### src/rtl/pix_clken_gen.sv
// Fractional clock-enable generator with PLL lock supervisor.
// Filters pll_lock, holds downstream in reset until lock is stable, then emits num/den strobes per channel.
module pix_clken_gen #(
  parameter int NUM_CH    = 2,
  parameter int ACC_W     = 16,
  parameter int LOCK_FILT = 1024,
  parameter int DEF_NUM   = 1,
  parameter int DEF_DEN   = 2,
  localparam int CH_W     = (NUM_CH > 1) ? $clog2(NUM_CH) : 1
) (
  input  logic              clkin,
  input  logic              reset,
  input  logic              pll_lock,
  input  logic              cfg_valid,
  output logic              cfg_ready,
  input  logic [CH_W-1:0]   cfg_ch,
  input  logic [ACC_W-1:0]  cfg_num,
  input  logic [ACC_W-1:0]  cfg_den,
  output logic              cfg_err,
  output logic [NUM_CH-1:0] ce_out,
  output logic              locked,
  output logic              rst_out
);

  localparam int CNT_W = $clog2(LOCK_FILT);

  typedef enum logic [1:0] {
    WAIT_LOCK = 2'd0,
    FILTER    = 2'd1,
    RUN       = 2'd2
  } state_t;

  logic              sync1_q;
  logic              sync2_q;
  logic              lock_s;
  state_t            state_q, state_d;
  logic [CNT_W-1:0]  cnt_q, cnt_d;
  logic              run_d;
  logic              locked_q, rst_out_q;
  logic              cfg_ready_q, cfg_ready_d;
  logic              cfg_err_q, cfg_err_d;
  logic              cfg_accept_s, cfg_bad_s;
  logic [NUM_CH-1:0] ce_q, ce_d;
  logic [ACC_W-1:0]  num_q [NUM_CH];
  logic [ACC_W-1:0]  num_d [NUM_CH];
  logic [ACC_W-1:0]  den_q [NUM_CH];
  logic [ACC_W-1:0]  den_d [NUM_CH];
  logic [ACC_W-1:0]  acc_q [NUM_CH];
  logic [ACC_W-1:0]  acc_d [NUM_CH];
  logic [ACC_W:0]    sum_s [NUM_CH];

  assign lock_s = sync2_q;

  // Lock supervisor next-state: filter counts consecutive synchronised lock cycles
  always_comb begin
    state_d = state_q;
    cnt_d   = cnt_q;
    case (state_q)
      WAIT_LOCK: begin
        if (lock_s) begin
          state_d = FILTER;
          cnt_d   = '0;
        end else begin
          state_d = WAIT_LOCK;
        end
      end
      FILTER: begin
        if (!lock_s) begin
          state_d = WAIT_LOCK;
          cnt_d   = '0;
        end else if (cnt_q == CNT_W'(LOCK_FILT - 1)) begin
          state_d = RUN;
        end else begin
          cnt_d = cnt_q + CNT_W'(1);
        end
      end
      RUN: begin
        if (!lock_s) begin
          state_d = WAIT_LOCK;
        end else begin
          state_d = RUN;
        end
      end
      default: begin
        state_d = WAIT_LOCK;
        cnt_d   = '0;
      end
    endcase
  end

  assign run_d = (state_d == RUN);

  // Config handshake decode; a request is accepted even when it is rejected
  always_comb begin
    cfg_accept_s = cfg_valid & cfg_ready_q;
    cfg_bad_s    = (cfg_den == '0) || (cfg_num > cfg_den) || (int'(cfg_ch) >= NUM_CH);
    cfg_ready_d  = ~cfg_accept_s;
    cfg_err_d    = cfg_accept_s & cfg_bad_s;
  end

  // Per-channel accumulators; leaving RUN clears acc/ce but keeps the ratio
  always_comb begin
    for (int i = 0; i < NUM_CH; i++) begin
      num_d[i] = num_q[i];
      den_d[i] = den_q[i];
      sum_s[i] = {1'b0, acc_q[i]} + {1'b0, num_q[i]};
      if (cfg_accept_s && !cfg_bad_s && (int'(cfg_ch) == i)) begin
        num_d[i] = cfg_num;
        den_d[i] = cfg_den;
        acc_d[i] = '0;
        ce_d[i]  = 1'b0;
      end else if (!run_d) begin
        acc_d[i] = '0;
        ce_d[i]  = 1'b0;
      end else if (sum_s[i] >= {1'b0, den_q[i]}) begin
        acc_d[i] = ACC_W'(sum_s[i] - {1'b0, den_q[i]});
        ce_d[i]  = 1'b1;
      end else begin
        acc_d[i] = sum_s[i][ACC_W-1:0];
        ce_d[i]  = 1'b0;
      end
    end
  end

  // State, synchroniser and registered outputs
  always_ff @(posedge clkin) begin
    if (reset) begin
      sync1_q     <= 1'b0;
      sync2_q     <= 1'b0;
      state_q     <= WAIT_LOCK;
      cnt_q       <= '0;
      locked_q    <= 1'b0;
      rst_out_q   <= 1'b1;
      cfg_ready_q <= 1'b0;
      cfg_err_q   <= 1'b0;
      ce_q        <= '0;
      for (int i = 0; i < NUM_CH; i++) begin
        num_q[i] <= ACC_W'(DEF_NUM);
        den_q[i] <= ACC_W'(DEF_DEN);
        acc_q[i] <= '0;
      end
    end else begin
      sync1_q     <= pll_lock;
      sync2_q     <= sync1_q;
      state_q     <= state_d;
      cnt_q       <= cnt_d;
      locked_q    <= run_d;
      rst_out_q   <= ~run_d;
      cfg_ready_q <= cfg_ready_d;
      cfg_err_q   <= cfg_err_d;
      ce_q        <= ce_d;
      for (int i = 0; i < NUM_CH; i++) begin
        num_q[i] <= num_d[i];
        den_q[i] <= den_d[i];
        acc_q[i] <= acc_d[i];
      end
    end
  end

  assign cfg_ready = cfg_ready_q;
  assign cfg_err   = cfg_err_q;
  assign ce_out    = ce_q;
  assign locked    = locked_q;
  assign rst_out   = rst_out_q;

endmodule
### config.mk
export PLATFORM = sky130hd
export DESIGN_NAME = pix_clken_gen
export DESIGN_NICKNAME = d
export VERILOG_FILES = /design/src/rtl/pix_clken_gen.sv
export SDC_FILE = /design/constraint.sdc
export NUM_CORES = 1
export LEC_CHECK = 0
export BUFFER_PORTS_ARGS = -buffer_cell sky130_fd_sc_hd__buf_2
export CORE_ASPECT_RATIO = 0.5
export CORE_UTILIZATION = 46
export CTS_BUF_LIST = sky130_fd_sc_hd__clkbuf_8
export DETAILED_ROUTE_END_ITERATION = 6
export PLACE_DENSITY = 0.66
export SLEW_MARGIN = 20
export SYNTH_ARGS = -nofsm -noshare
export SYNTH_HDL_FRONTEND = slang
export SYNTH_SLANG_ARGS = --single-unit
### constraint.sdc
create_clock -name clkin -period 3.6 [get_ports clkin]
set_input_delay 0.18 -clock clkin [delete_from_list [all_inputs] [get_ports clkin]]
set_output_delay 0.18 -clock clkin [all_outputs]
set_load 0.005 [all_outputs]
==> results.sh <==
export IMPL_status="finished, violations left"
export IMPL_violations="negative setup slack"
export IMPL_hp_class="input pin to flop"
export IMPL_cp_start_kind="flop"
export IMPL_worstSetupEndpointType="flop"
export IMPL_fin_ws_ps=-121
export IMPL_wl_per_cell_um=15.9
export IMPL_pre_cts_ws_ps=-277
export IMPL_synth_cell_types=59
export IMPL_finalSetupViolations=28
export IMPL_slew_headroom_pct=48.9
export IMPL_rsz0062_at_grt="true"
export IMPL_die_w_um=183
export IMPL_nets=1116
export IMPL_pin_count=43
export IMPL_antenna_found_initial=0
export IMPL_synth_fp_nets=999
export IMPL_arrival_ps=4040
export IMPL_vias=6579
export IMPL_finalClockSkew_ps=13.1
export IMPL_cts_root_buf="clkbuf_8"
export IMPL_hold_viol=0
export IMPL_rows=32
export IMPL_grt_remaining_overflow=0
export IMPL_grt_usage_pct=23.2
export IMPL_vias_per_cell=5.36
export IMPL_core_area_um2=15700
export IMPL_die_y_um=92.4
export IMPL_fin_util_pct=60.7
export IMPL_syn_avg_cell_area_um2=8.57
export IMPL_wl_um=19600
export IMPL_globalplace_congestion=0.929
export IMPL_multi_input_area_um2=5280
export IMPL_period_needed_ps=3720
export IMPL_leakagePower_nw=4.18
export IMPL_yosysSeqAreaShare_pct=30.9
export IMPL_drc_errors=0
export IMPL_p_per_area_nw_per_um2=366
export IMPL_seq_area_um2=2330
export IMPL_synth_area_leaders="dfxtp_1 (31%), ha_1 (13%), mux2i_1 (7.7%), a21oi_1 (5.0%), nor2_1 (4.2%)"
export IMPL_yosys_most_used_dff="dfxtp_1"
export IMPL_start_util_pct=47.9
export IMPL_final_setup_tns_ps=-1640
export IMPL_layout_common_cells="dfxtp_1 (111), nor2_1 (83), ha_1 (67)"
export IMPL_nFillCells=1334
export IMPL_synth_top_area_share_pct=30.9
export IMPL_crit_fanout=8
export IMPL_slew_viol_final=0
export IMPL_h_tree_depth=4
export IMPL_maxCapViolations=0
export IMPL_first_iter_violations=458
export IMPL_cts_sinks=116
export IMPL_tritoncts="built"
export IMPL_cts_buffer_depth=2
export IMPL_syn_inst=877
export IMPL_path_class="flop to flop"
export IMPL_hpwl_um=13800
export IMPL_ant_nets=0
export IMPL_grt_pass1_wl_um=30800
export IMPL_fmax_mhz=269
export IMPL_grt_pass1_vias=6205
export IMPL_worst_pin_slew_ps=767
export IMPL_synth_enable_flop_cells=0
export IMPL_yosysTopAreaCell="dfxtp_1"
export IMPL_clkLatencyLatePin_ps=450
export IMPL_ys_warn_count=0
export IMPL_cts_clk_slew_worst_paths_ps=70
export IMPL_final_common_cell="dfxtp_1"
export IMPL_critPathRequiredTime_ps=3920
export IMPL_grt_max_degree=73
export IMPL_syn_cell_area_um2=7510
export IMPL_firstDrtPassIters=5
export IMPL_postSynthRegisterBits=116
export IMPL_ir_drop_v=0.000246
export IMPL_antenna_cells=0
export IMPL_period_share_pct=103
export IMPL_area_growth_pct=26.7
export IMPL_portBuffers=42
export IMPL_drive_gt1_share_pct=24.8
export IMPL_cts_buffers=17
export IMPL_synthArstFlopShare_pct=0
export IMPL_dieArea_um2=16900
## worst max-delay path: stages (launching register included)
cell       delay, ps
dfxtp_2          340
ha_4             290
buf_6            110
nand3_1           70
o211ai_1         400
nand2_2          180
o2111ai_2        240
a21oi_2          100
xnor2_2          160
ha_1             330
nand4_1          100
nor4_1            50
a2111o_1         300
a31o_4           230
a21oi_4          200
buf_12           200
mux2i_1          260
nor2_2            50
## sequential cells by signal, indices dropped and copies added (netlist names)
signal     flops
cnt_q         10
den_q         32
num_q         32
acc_q         32
cfg_ready      1
lock_s         1
cfg_err        1
locked         1
sync1_q        1
rst_out        1
state_q        2
ce_out         2
## synth_stat cells, types with 3 or more instances
cell,count
fa_1,4
a21o_1,21
xnor2_1,35
o21ai_0,50
o31a_1,4
buf_2,3
nand3b_1,3
o21a_1,8
o21bai_1,13
nand3_1,14
o221ai_1,3
and2_1,6
a211o_1,4
nor2_1,85
ha_1,81
buf_4,4
nand2b_1,7
nand2_1,55
a31oi_1,3
nor2b_1,14
nor3_1,8
o211ai_1,8
nor4_1,6
nor2_2,10
clkbuf_1,20
inv_1,66
a21oi_1,75
mux2i_1,58
or3_1,7
dfxtp_1,116
a31o_2,3
nand4_1,14
and4_1,5
xor2_1,23
a211oi_1,9
## layout make-up
| type | instances | area share, % |
|---|---|---|
| clock buffer | 20 | 2.89 |
| clock inverter | 12 | 1.73 |
| inverter | 66 | 2.60 |
| multi-input combinational | 667 | 55.5 |
| sequential | 116 | 24.5 |
| tap | 221 | 2.90 |
| timing repair buffer | 126 | 9.96 |
## stage by stage
step / power, mW / cell area [µm²] / hold WS (ps) / std cells
finish: 3.48 / 9520 / 20.4 / 1228
global route: 3.63 / 9520 / 3.70 / 1228
CTS: 3.39 / 9020 / 1.31 / 1211
detailed placement: 1.99 / 8280 / 383 / 1161
global placement: 1.97 / 8280 / 375 / 1161
floorplan: 1.81 / 7540 / 276 / 877
## cells by family (layout without fill, tap and decap cells)
kind of cell | count (synthesis) | count (layout) | synth area share, %
flops | 116 | 116 | 30.9
compound gates | 228 | 228 | 19.9
buf+inv | 94 | 224 | 5.16
fa+ha+maj | 85 | 85 | 14.6
simple gates | 238 | 238 | 15.0
xor+xnor | 58 | 58 | 6.76
mux | 58 | 58 | 7.73
## layer usage
| metal | share of wire, % | vias to the layer above | GRT usage (%) |
|---|---|---|---|
| li1 | - | 3333 | - |
| met1 | 49 | 3104 | 31.1 |
| met2 | 46 | 110 | 37.8 |
| met3 | 2.8 | 32 | 3.78 |
| met4 | 2.1 | 0 | 8.05 |
| met5 | 0 | - | 0 |
## worst paths after layout
kind	start	endpoint	slack, ps	cells past startpoint
setup / recovery	acc_q[0][4]$_SDFF_PP0_	acc_q[0][13]$_SDFF_PP0_	-120	17
hold reg to reg	sync1_q$_SDFF_PP0_	lock_s$_SDFF_PP0_	430	1
hold / removal	cfg_den[6]	den_q[0][6]$_SDFFE_PP0P_	20	3
setup reg to reg	acc_q[0][4]$_SDFF_PP0_	acc_q[0][13]$_SDFF_PP0_	-120	17
## power by group
| group | total, mW | switching [mW] | internal, mW |
|---|---|---|---|
| combinational | 0.806 | 0.402 | 0.404 |
| clock | 1.36 | 0.605 | 0.752 |
| sequential | 1.32 | 0.0147 | 1.30 |
## repair_timing
action                                 CTS  global route
endpoints found under the hold margin   12             0
pin swaps                               21            42
setup buffers                            8            17
gates cloned                             1             1
setup endpoints to repair               32            33
hold buffers                             9             0
gates resized for setup                 22            71
(Power assumes the default switching activity.)
